==> config.mk <==
export PLATFORM = sky130hd
export DESIGN_NAME = nibble_serial_adder_ctrl
export DESIGN_NICKNAME = d
export VERILOG_FILES = /design/src/rtl/nibble_serial_adder_ctrl.sv
export SDC_FILE = /design/constraint.sdc
export NUM_CORES = 1
export LEC_CHECK = 0
export CAP_MARGIN = 30
export CORE_MARGIN = 2
export CORE_UTILIZATION = 46
export DETAILED_ROUTE_END_ITERATION = 12
export MAX_ROUTING_LAYER = met4
export PLACE_DENSITY = 0.76
export SLEW_MARGIN = 0
export SYNTH_ARGS = -nofsm -noshare
export SYNTH_HDL_FRONTEND = slang
export SYNTH_SLANG_ARGS = --single-unit
==> constraint.sdc <==
create_clock -name clk -period 2.66 [get_ports clk]
set_input_delay 0.532 -clock clk [delete_from_list [all_inputs] [get_ports clk]]
set_output_delay 0.532 -clock clk [all_outputs]
set_load 0.03 [all_outputs]
==> src/rtl/nibble_serial_adder_ctrl.sv <==
// ============================================================================
// Module   : nibble_serial_adder_ctrl (with CLA_4bit slice)
// Purpose  : WIDTH-bit add/sub computed nibble-serially on one shared 4-bit CLA.
// Options  : define NSA_SUB_EN to add the 'sub' port (A - B via ~B + 1).
// Revision : 1.0 - initial release
// ============================================================================
`default_nettype none

module CLA_4bit (
    input  logic [3:0] A,
    input  logic [3:0] B,
    input  logic       Cin,
    output logic [3:0] Sum,
    output logic       Cout,
    output logic       Xout,
    output logic       Yout
);
    logic [3:0] w_p;
    logic [3:0] w_g;
    logic [3:0] w_c;

    assign w_p = A ^ B;
    assign w_g = A & B;

    assign w_c[0] = Cin;
    assign w_c[1] = w_g[0] | (w_p[0] & Cin);
    assign w_c[2] = w_g[1] | (w_p[1] & w_g[0]) | (w_p[1] & w_p[0] & Cin);
    assign w_c[3] = w_g[2] | (w_p[2] & w_g[1]) | (w_p[2] & w_p[1] & w_g[0])
                  | (w_p[2] & w_p[1] & w_p[0] & Cin);

    // Group propagate / generate, so the slice can also sit in a two-level CLA tree
    assign Xout = &w_p;
    assign Yout = w_g[3] | (w_p[3] & w_g[2]) | (w_p[3] & w_p[2] & w_g[1])
                | (w_p[3] & w_p[2] & w_p[1] & w_g[0]);

    assign Sum  = w_p ^ w_c;
    assign Cout = Yout | (Xout & Cin);
endmodule

module nibble_serial_adder_ctrl #(
    parameter int WIDTH = 16
) (
    input  logic             clk,
    input  logic             rst_n,
    input  logic             start_valid,
    output logic             start_ready,
    input  logic [WIDTH-1:0] a_in,
    input  logic [WIDTH-1:0] b_in,
    input  logic             cin,
`ifdef NSA_SUB_EN
    input  logic             sub,
`endif
    output logic             res_valid,
    input  logic             res_ready,
    output logic [WIDTH-1:0] sum,
    output logic             cout,
    output logic             ovf,
    output logic             busy
);
    localparam int c_N     = WIDTH / 4;
    localparam int c_IDX_W = (c_N > 1) ? $clog2(c_N) : 1;
    localparam logic [c_IDX_W-1:0] c_IDX_LAST = c_IDX_W'(c_N - 1);

    typedef enum logic [1:0] {
        S_IDLE = 2'd0,
        S_RUN  = 2'd1,
        S_DONE = 2'd2
    } state_t;

    state_t             r_state;
    state_t             w_state_next;
    logic [WIDTH-1:0]   r_a_q;
    logic [WIDTH-1:0]   r_b_q;
    logic [WIDTH-1:0]   r_sum_q;
    logic               r_c_q;
    logic [c_IDX_W-1:0] r_idx;

    logic [WIDTH-1:0]   w_b_eff;
    logic               w_c_init;
    logic [3:0]         w_slice_a;
    logic [3:0]         w_slice_b;
    logic [3:0]         w_slice_sum;
    logic               w_slice_cout;
    logic               w_slice_x;
    logic               w_slice_y;

`ifdef NSA_SUB_EN
    assign w_b_eff  = sub ? ~b_in : b_in;
    assign w_c_init = sub | cin;
`else
    assign w_b_eff  = b_in;
    assign w_c_init = cin;
`endif

    assign w_slice_a = r_a_q[4*r_idx +: 4];
    assign w_slice_b = r_b_q[4*r_idx +: 4];

    CLA_4bit u_slice (
        .A    (w_slice_a),
        .B    (w_slice_b),
        .Cin  (r_c_q),
        .Sum  (w_slice_sum),
        .Cout (w_slice_cout),
        .Xout (w_slice_x),
        .Yout (w_slice_y)
    );

    always_ff @(posedge clk) begin
        if (!rst_n) begin
            r_state <= S_IDLE;
            r_a_q   <= '0;
            r_b_q   <= '0;
            r_sum_q <= '0;
            r_c_q   <= 1'b0;
            r_idx   <= '0;
        end else begin
            r_state <= w_state_next;
            case (r_state)
                S_IDLE: begin
                    if (start_valid) begin
                        r_a_q   <= a_in;
                        r_b_q   <= w_b_eff;
                        r_c_q   <= w_c_init;
                        r_sum_q <= '0;
                        r_idx   <= '0;
                    end
                end
                S_RUN: begin
                    r_sum_q[4*r_idx +: 4] <= w_slice_sum;
                    r_c_q                 <= w_slice_cout;
                    if (r_idx != c_IDX_LAST) begin
                        r_idx <= r_idx + 1'b1;
                    end
                end
                default: ;
            endcase
        end
    end

    always_comb begin
        w_state_next = r_state;
        start_ready  = 1'b0;
        busy         = 1'b0;
        res_valid    = 1'b0;
        sum          = '0;
        cout         = 1'b0;
        ovf          = 1'b0;
        case (r_state)
            S_IDLE: begin
                start_ready = 1'b1;
                if (start_valid) begin
                    w_state_next = S_RUN;
                end
            end
            S_RUN: begin
                busy = 1'b1;
                if (r_idx == c_IDX_LAST) begin
                    w_state_next = S_DONE;
                end
            end
            S_DONE: begin
                res_valid = 1'b1;
                sum       = r_sum_q;
                cout      = r_c_q;
                // Overflow uses the effective B, so it is correct for subtraction too
                ovf       = (r_a_q[WIDTH-1] == r_b_q[WIDTH-1])
                          && (r_sum_q[WIDTH-1] != r_a_q[WIDTH-1]);
                if (res_ready) begin
                    w_state_next = S_IDLE;
                end
            end
            default: begin
                w_state_next = S_IDLE;
            end
        endcase
    end
endmodule

`default_nettype wire

==> results by group <==
STA
  • Period utilisation layout: 0.8941
  • Fmax: 420.5 MHz
  • Hold Slack: 0.4588 ns
  • Setup_tns: 0 ns
  • Max-slew violation count: 0
  • Worst Skew: 0.005300 ns
  • Endpoints failing setup: 0
  • Unrepaired setup endpoints after global routing: false
  • Final min period: 2.378 ns
  • Final Hold Fails: 0
  • Worst-margin pin slew: 0.8066 ns
  • Rel. slew slack: 0.4606

Global route
  • Global Route Usage Sum: 0.1966
  • Grt ovf: 0
  • Vias in the first global route: 2073
  • Global-route wire length before repair: 9.604 mm
  • Antenna violations before repair: 0
  • Largest net degree at the start of global routing: 34

Detailed routing
  • First drt pass iteration count: 4
  • # DRC: 0
  • Vias: 2178
  • Via/cell ratio: 5.149
  • Number of DRC markers in iteration 0: 131
  • Drt wl/cell: 13.45 µm
  • Final ANT Viol Nets: 0
  • Drt total wl: 5.691 mm

CTS
  • Root buffer cell: clkbuf_8
  • Maximum clock insertion buffer count: 2
  • Post-CTS Hold Fix Bufs: 0
  • Worst skew pair latency: 0.31 ns
  • Cts bufs inserted: 5
  • Post-CTS Resized: 0
  • Post-CTS Setup Repair Bufs: 0
  • CTS tree: yes
  • CTS Sinks: 53
  • Clock Pin Slew Worst Setup and Hold Paths: 0.09 ns
  • H-tree level count: 2

Synth
  • Most common cell in the netlist: nand2_1
  • Mean post-synth cell area: 8.994 µm²
  • Post-synth top area share: 0.3972
  • Mapped Area: 2671 µm²
  • Top_reg_cell synth: dfxtp_1
  • Yosys top cell by area: dfxtp_1
  • Unique masters post-synth: 38
  • Syn Nets: 345
  • FF+latch count, synth: 53
  • Seq/Total Area, Yosys: 0.3972
  • Synth top cells by count: nand2_1 (81), dfxtp_1 (53), a21boi_1 (30)
  • Post-synth EDFFs: 0
  • Total of warnings raised by yosys: 0
  • Synth area leaders: dfxtp_1 (40%), nand2_1 (11%), a21boi_1 (8.4%)
  • Asr flop ratio synth: 0
  • Syn Inst Count: 297

Hold path
  • Hold depth: 2
  • Worst hold-check path type: flop to flop

Floorplan
  • Row count: 27
  • Starting Density: 0.4792
  • # IOs: 58
  • Core Box Area: 5574 µm²
  • Total die area: 6433 µm²
  • Die X: 80.21 µm
  • DIE HEIGHT: 80.21 µm

Power and ir drop
  • Peak supply drop: 0.0002250 V
  • Seq pwr share: 0.507
  • Clock power share: 0.331
  • P_leak: 0.001332 µW
  • Comb power frac: 0.162
  • Internal power: 1275 µW
  • Switching Fraction: 0.2447
  • Power Density: 499.6 nW/µm²
  • Switch Pwr: 413.0 µW

Finish
  • Antenna Cells: 0
  • Layout cell share with drive strength beyond 1: 0.1197
  • P&R area growth vs syn: 26.46%
  • Fin util: 0.6061
  • Final nets: 398

Placement
  • Port Buffers: 57
  • HPWL Detailed: 4.369 mm
  • Placer Congestion: 0.8481

Worst setup path
  • Startpoint types: flop
  • WP data arrival: 2.56 ns
  • Worst-path maximum fanout: 13
  • Worst R2R Path Depth: 6
  • CP endpoint kind: flop
  • Kind of critical path: flop to flop
  • Worst Path Required: 2.85 ns

Outcome
  • Status: finished, final reports clean

Flow run
  • Max-Cap Viols: 0
[worst paths after layout]
kind,slack (ns),startpoint,to
worst max register to register,0.28,r_idx[1],r_sum_q[3]
worst max-delay path,0.28,r_idx[1],r_sum_q[3]
worst min-delay path,0.46,r_b_q[6],r_b_q[6]
worst min register to register,0.46,r_b_q[6],r_b_q[6]
[power by group through the flow]
stage	Clock [µW]	Combinational, µW	Sequential, µW
4_1_cts	565	272	856
6_report	559	273	856
5_1_grt	600	300	862
3_5_place_dp	0	271	875
2_1_floorplan	0	182	862
3_3_place_gp	0	266	874
[stage by stage]
step	instance area [µm²]	setup WS, ns	power [µW]	cells
finish	3378	0.2818	1688	423
global route	3378	0.09574	1762	423
CTS	3377	0.1218	1694	423
detailed placement	3261	0.1273	1146	415
global placement	3261	0.1958	1140	415
floorplan	2671	0.1726	1043	297
[sequential cells by signal, summed over array words and instances (netlist names)]
register,count
r_a_q,16
r_b_q,16
r_c_q,1
r_idx,2
r_state,2
r_sum_q,16
[critical path, cell delays in order (launching register included)]
cell	delay [ns]
dfxtp_1	0.66
mux4_2	0.44
ha_1	0.34
a211o_1	0.31
a21oi_2	0.16
xnor2_1	0.21
o21ai_0	0.14
[area by class of cell]
class,instances,area [µm²]
clock buffers,7,86.33
clock inverters,1,30.03
fillers,519,2196
inverters,4,15.01
multi-input cells,222,1489
flip-flops and latches,53,1062
well taps,72,90.09
repair buffers,64,605.6
[cells by family (layout without fill, tap and decap cells)]
| family | after synthesis | count (layout) | share of synthesized area |
|---|---|---|---|
| flops | 53 | 53 | 0.3972 |
| simple gates | 138 | 138 | 0.2581 |
| mux | 8 | 8 | 0.06745 |
| xor+xnor | 2 | 2 | 0.006559 |
| buf+inv | 22 | 76 | 0.04543 |
| fa+ha+maj | 11 | 11 | 0.05433 |
| compound gates | 63 | 63 | 0.1710 |
[per-layer routing]
metal,wire length [µm],GRT usage,vias to the layer above,share of wire
met3,326,0.04494,13,0.057
met4,114,0.06610,0,0.020
met5,0,-,-,0
met1,2590,0.2383,986,0.46
met2,2660,0.3242,71,0.47
li1,-,-,1108,-
[placed cells by master, fill, tap and decap left out, drive strengths merged, types with 4 or more instances in the layout]
cell,netlist,layout
mux4,8,8
inv,4,4
a21boi,33,33
clkdlybuf4s50,0,45
buf,11,19
nand3,7,7
ha,10,10
nor2,8,8
nand2,82,82
a22oi,9,9
a21o,5,5
dfxtp,53,53
nor2b,13,13
clkbuf,7,7
and2,18,18
o21ai,9,9
(Power assumes the default switching activity.)
